[config.mk]
export PLATFORM = sky130hd
export DESIGN_NAME = bcd_updown_counter
export DESIGN_NICKNAME = d
export VERILOG_FILES = /design/src/rtl/bcd_updown_counter.sv
export SDC_FILE = /design/constraint.sdc
export NUM_CORES = 1
export LEC_CHECK = 0
export CAP_MARGIN = 10
export CORE_AREA = 2 2 75 112
export CTS_CLUSTER_DIAMETER = 150
export CTS_CLUSTER_SIZE = 20
export DETAILED_ROUTE_END_ITERATION = 10
export DIE_AREA = 0 0 77 114
export GPL_ROUTABILITY_DRIVEN = 1
export PLACE_DENSITY_LB_ADDON = 0.08
export SLEW_MARGIN = 20
export SYNTH_ARGS = -nofsm -noshare
export SYNTH_HDL_FRONTEND = slang
export SYNTH_SLANG_ARGS = --single-unit
[constraint.sdc]
create_clock -name Clk -period 11.4 [get_ports Clk]
set_clock_uncertainty 0.15 [all_clocks]
set_input_delay 1.71 -clock Clk [delete_from_list [all_inputs] [get_ports Clk]]
set_output_delay 1.71 -clock Clk [all_outputs]
set_load 0.05 [all_outputs]
[src/rtl/bcd_updown_counter.sv]
// N-digit packed-BCD up/down counter with per-digit trigger addend, synchronous load,
// wrap/saturate overflow handling and one-cycle overflow/underflow/load-error pulses.
module bcd_updown_counter #(
    parameter int unsigned DIGITS = 4,
    parameter bit          WRAP   = 1'b1
) (
    input  logic                  Clk,
    input  logic                  Reset,
    input  logic                  Enable,
    input  logic                  Up,
    input  logic [DIGITS-1:0]     Trigger,
    input  logic                  Load,
    input  logic [4*DIGITS-1:0]   LoadData,
    output logic [4*DIGITS-1:0]   DataOut,
    output logic                  Overflow,
    output logic                  Underflow,
    output logic                  LoadError
);

    logic [4*DIGITS-1:0] r_data;
    logic                r_ovf;
    logic                r_unf;
    logic                r_lerr;

    logic [4*DIGITS-1:0] w_cnt;
    logic [4*DIGITS-1:0] w_ld;
    logic                w_c;
    logic                w_bad;
    logic [4:0]          w_s;
    logic [3:0]          w_nib;
    logic                w_count;

    assign w_count = Enable && (|Trigger);

    always_comb begin
        w_cnt = '0;
        w_ld  = '0;
        w_c   = 1'b0;
        w_bad = 1'b0;
        w_s   = '0;
        w_nib = '0;
        for (int unsigned k = 0; k < DIGITS; k++) begin
            // w_c is the carry when adding, the borrow when subtracting
            if (Up) begin
                w_s = {1'b0, r_data[4*k +: 4]} + {4'b0, Trigger[k]} + {4'b0, w_c};
                if (w_s > 5'd9) begin
                    w_cnt[4*k +: 4] = 4'(w_s - 5'd10);
                    w_c = 1'b1;
                end else begin
                    w_cnt[4*k +: 4] = w_s[3:0];
                    w_c = 1'b0;
                end
            end else begin
                // negative results appear as two's complement in 5 bits
                w_s = {1'b0, r_data[4*k +: 4]} - {4'b0, Trigger[k]} - {4'b0, w_c};
                if (w_s[4]) begin
                    w_cnt[4*k +: 4] = 4'(w_s + 5'd10);
                    w_c = 1'b1;
                end else begin
                    w_cnt[4*k +: 4] = w_s[3:0];
                    w_c = 1'b0;
                end
            end
            w_nib = LoadData[4*k +: 4];
            if (w_nib > 4'd9) begin
                w_ld[4*k +: 4] = 4'd0;
                w_bad = 1'b1;
            end else begin
                w_ld[4*k +: 4] = w_nib;
            end
        end
    end

    always_ff @(posedge Clk or posedge Reset) begin
        if (Reset) begin
            r_data <= '0;
            r_ovf  <= 1'b0;
            r_unf  <= 1'b0;
            r_lerr <= 1'b0;
        end else if (Load) begin
            r_data <= w_ld;
            r_ovf  <= 1'b0;
            r_unf  <= 1'b0;
            r_lerr <= w_bad;
        end else if (w_count) begin
            r_lerr <= 1'b0;
            r_ovf  <= w_c && Up;
            r_unf  <= w_c && !Up;
            if (w_c && !WRAP) begin
                r_data <= Up ? {DIGITS{4'h9}} : '0;
            end else begin
                r_data <= w_cnt;
            end
        end else begin
            r_ovf  <= 1'b0;
            r_unf  <= 1'b0;
            r_lerr <= 1'b0;
        end
    end

    assign DataOut   = r_data;
    assign Overflow  = r_ovf;
    assign Underflow = r_unf;
    assign LoadError = r_lerr;

endmodule

After elaboration in Yosys (flattened, before gate mapping)
Index checks and enable logic that the tools add are counted.

word-level totals
  logic and storage cells = 79
  output and inout bits = 19
  bits of input ports = 25
  register bits = 19

cells by class
  reduce and logical (&&, ||, !) cells = 6
  add/subtract/negate cells = 22
  mux-type cells = 39
  order comparisons = 8

operators by type and width
  operator             number
  $mux 4               16
  $mux 16              2
  $mux 1               21
  $add 4x1->5          4
  $gt 5x4->1 const B   4
  $sub 4x1->5          4
  $add 4x4->4 const B  4
  $gt 4x4->1 const B   4
  $sub 4x4->4 const B  4
  $add 5x1->5          3
  $sub 5x1->5          3
  $reduce_or 4->1      1
  $logic_and 1x1->1    3
  $reduce_bool 2->1    1
  $logic_not 1->1      1

Logic depth before layout (Yosys ltp)
  depth after elaboration = 19
  depth in mapped cells = 37

Worst setup path after synthesis
Ideal clock, no wire load.

  path kind = in2reg
  start point = input port Trigger[0]
  end point = register r_data[13], in the netlist DataOut[13]
  setup slack = 2.880 ns
  data arrival time = 8.240 ns
  setup time = 0.130 ns
  buffers on the path = 0
  stages = 36
  cells stage by stage = ha_1 > ha_1 > xnor2_1 > ha_1 > inv_1 > o21ai_0 > a31oi_1 > nor2_1 > a21oi_1 > fa_1 > inv_1 > ha_1 > xnor2_1 > ha_1 > nand2_1 > a41oi_1 > a21boi_0 > fa_1 > inv_1 > ha_1 > xor2_2 > inv_1 > ha_1 > a21boi_0 > o32ai_1 > a21oi_1 > fa_1 > inv_1 > ha_1 > xnor2_1 > ha_1 > and2_1 > a21o_1 > o31ai_4 > xnor2_1 > a21boi_1

on the way
  word-level cells in the longest chain between the ends = 18
  elaborated cells on any way between the ends = 31
  classes of those cells = 10 x add/sub; 4 x order compare; 14 x mux; 3 x reduce/logical

ends and longest elaborated chain
  item                                               line    RTL
  start, declared                                    11      input logic [DIGITS-1:0] Trigger,
  $add 4x1->5                                        45      w_s = {1'b0, r_data[4*k +: 4]} + {4'b0, Trigger[k]} + {4'b0, w_c};
  $gt 5x4->1                                         46      if (w_s > 5'd9) begin
  $mux 1                                             46
  $mux 1                                             44      if (Up) begin
  $add 5x1->5                                        45
  $gt 5x4->1                                         46
  $mux 1                                             46
  $mux 1                                             44
  [... 2 more ...]                                   --
  $mux 1                                             46
  $mux 1                                             44
  $sub 5x1->5 / $add 5x1->5 (equally long branches)  55, 45
  $add 4x4->4 (tied with other cells)                57      w_cnt[4*k +: 4] = 4'(w_s + 5'd10);
  $mux 4, on equally long branches                   56, 46
  $mux 4                                             44
  $mux 16                                            85      end else if (w_count) begin
  $mux 16                                            80      end else if (Load) begin
  end signal, assigned                               81      r_data <= w_ld;
  end signal, assigned                               90      r_data <= Up ? {DIGITS{4'h9}} : '0;
  end signal, assigned                               92      r_data <= w_cnt;
  end, declared                                      20      logic [4*DIGITS-1:0] r_data;

Several ways; a longest one is shown, not always the timed one. The select of a mux whose other input is x is not followed.
A chain may end at the register's enable or synchronous reset.

Worst setup path after layout
Ends and elaborated chain as after synthesis.

==> results.md <==
* Status: complete, no violations
* CP startpoint: Trigger[0]
* Yosys top cell area share at 17.8%
* DR iter-0 viols at approximately 150
* Worst R2R Path Depth at 36
* Switching power at 200 uW
* VDD IR max at 0.0561 mV
* Post-synthesis sequential area ratio at 17.8%
* First-pass GRT wire length at between 10,000 and 15,000 um
* F_max at 103 MHz
* Tmin final at around 9.8 ns
* Leakage at 0.00140 uW
* CTS clock-pin slew for the worst setup and hold paths at 0.06 ns
* Top cells by count, synth: inv_1 (39), a21oi_1 (29), ha_1 (27)
* Post-Syn Instances at 336
* Chip height at 114 um
* Post-CTS Hold Fix Bufs at 0
* Die ar. at around 0.0088 mm2
* Reg2Reg Setup Slack at ~3.3 ns
* CTS Buf Count at 3
* # H-tree levels at 1
* Sequential Power Share at 22.6%
* Core region area at 0.00791 mm2
* Final-report max-slew violation count at 0
* Via count of the routed design at 2,618
* Starting Density at 33.8%
* CTS tree: done
* Drt pass-1 iters at 5
* Row count at 40
* CP endpoint: DataOut[13]
* RR Startpoint: DataOut[0]
* Register area at 475 um2
* Count of cell types in the netlist at 69
* Total Nets Final at 427
* Clock Latency Late Sink at 0.25 ns
* Main synth FF type: dfrtp_1
* Kind of end point of the critical path: flop
* Area of the multi-input gates at 0.00195 mm2
* Total global routing overflow at 0
* Num ports at 44
* Post-route ant nets at 0
* Hold Vio Cnt, Final at 0
* Fillers at 875
* Routed wire length at ~8000 um
* Synth Warn # at 0
* Placed Cells incl. Taps at about 470
* # setup viols final at 0
* Setup Buffers After CTS at 0
* Critical Path Slowest Stage Cell: clkdlybuf4s50_1
* Fin Setup TNS at 0 ns
* Total track usage at between 10% and 20%
* Number of synthesized register bits at 19
* Synth area leaders: dfrtp_1 (18%), ha_1 (13%), inv_1 (5.5%)
* Sw frac at 46.3%
* TritonCTS sink count at 19
* # DRC at 0
* Hold Path Stages at 2
* Slew headroom at 45.1%
* RSZ-0062 raised after global routing: false
* Worst setup path category: input pin to flop
* Worst slew pin tran at 0.823 ns
* PD cells at 134 mW/mm2
* Clock root buffer: clkbuf_16
* Antenna violations before repair at 0
* Hold crit path type: flop to flop
* Logic pwr share at 60.2%
* ANT cells at 0
* Dpl hpwl at approximately 6000 um
* Bufs on Longest Clock Path at 2
* Post-DR wirelength/cell at 16.7 um
* Pint at about 230 uW
* Synth-to-Final Area Change at 20.9%
* Most Frequent Cell on Critical Path: ha_1
* Critical Path Source Type: input pin
* Final critical-path share of the clock period at 85.5%
* Layout cell share with drive strength beyond 1 at between 4 and 5%
* PostCTS Resize Cnt at 0
* Drt via density at 5.53
* Max cap viols at 0
* Number of synthesized flops with an enable pin at 0
* Max incr delay on CP at 0.50 ns
* Arrival @ worst endpoint at 9.72 ns
* Clock power share at 17.2%
* Number of global-route vias before repair at about 2,600
* Crit-path max FO at 7
* Req. time, crit path at 11.37 ns
* PortBufs at 43
* Die Wd at ~77 um
* Cell Count, Final, Fillers Out at 473
* Final Util at 40.8%
* Synth area leader: dfrtp_1
* Cell with the most instances after synthesis: inv_1
* Final WS setup at about 1.6 ns
* Post-synthesis async set-or-reset flop share at 100%
* Mapped Nets at 394
* Largest net degree at the start of global routing at 30
* Routability cong. at 0.840
* Worst hold margin at roughly 0.46 ns
* Critical R2R Capture: DataOut[13]
* DP Worst Slack at around 1.4 ns
* Synth Cell Area at 0.00267 mm2
* Syn avg cell area at 7.95 um2
[registers in the layout, indices dropped and copies added (netlist names)]
signal and flops:
Underflow 1, DataOut 16, LoadError 1, Overflow 1
[how the worst min path moves through the flow]
stage                       to  slack, ns        from
floorplan           DataOut[0]       0.71  DataOut[0]
global placement    DataOut[0]       0.45  DataOut[0]
detailed placement  DataOut[0]       0.46  DataOut[0]
global route        DataOut[0]       0.55  DataOut[0]
CTS                 DataOut[0]       0.47  DataOut[0]
finish              DataOut[0]       0.46  DataOut[0]
[logic make-up (layout without fill, tap and decap cells)]
group                    Yosys count  in the layout  synth area share [%]
AO/OA/AOI/OAI                    114            114                  29.4
AND/OR/NAND/NOR                   94             94                  19.3
buffers and inverters             57             89                  9.28
adder cells (fa/ha/maj)           33             33                  17.2
flip-flops                        19             19                  17.8
XOR/XNOR                          18             18                  6.75
multiplexers                       1              1                 0.375
[power by group through the flow]
stage	combinational, uW	sequential (uW)	clock, uW
final	260	97.8	74.2
after global placement	259	99.4	0
after global routing	291	101	79.2
after detailed placement	260	99.1	0
after floorplan	173	117	0
after CTS	261	97.9	76.9
[per-layer routing]
layer / vias to the layer above / part of all wire (%) / GRT usage [%]
li1: 1265 / - / -
met1: 1276 / 41 / 20.9
met3: 12 / 3.2 / 1.82
met2: 65 / 52 / 34.5
met5: - / 0 / 0
met4: 0 / 2.9 / 6.79
[worst max-delay path, delay by kind of cell]
kind	cells	cell delay, ns
fa+ha+maj	12	3.36
simple gates	3	0.45
xor+xnor	5	0.97
buf+inv	6	0.85
compound gates	11	2.40
[layout make-up]
class	instances	share of cell area (%)
clock buffers	3	2.32
clock inverters	1	0.155
inverters	40	4.65
multi-input cells	260	60.3
flip-flops and latches	19	14.7
well taps	105	4.07
repair buffers	45	13.8
[layout by cell type (no fill, tap or decap), drive strengths merged, types with 5 or more instances in the layout]
| cell type | instances |
|---|---|
| clkdlybuf4s50 | 43 |
| inv | 39 |
| a21oi | 29 |
| ha | 27 |
| o21ai | 23 |
| dfrtp | 19 |
| nor2 | 18 |
| nand2 | 15 |
| a31oi | 11 |
| xnor2 | 11 |
| nand2b | 10 |
| nand3 | 9 |
| nor3 | 8 |
| nor2b | 7 |
| xor2 | 7 |
| fa | 6 |
| a211oi | 6 |
| nor3b | 5 |
| nand3b | 5 |
[through the flow]
step                      cell area (um2)  total power (uW)
after CTS                            3230               436
after floorplan                      2670               290
after global routing                 3230               471
after detailed placement             3150               359
after global placement               3150               358
final                                3230               432
Power figures use the tool's default switching activity.
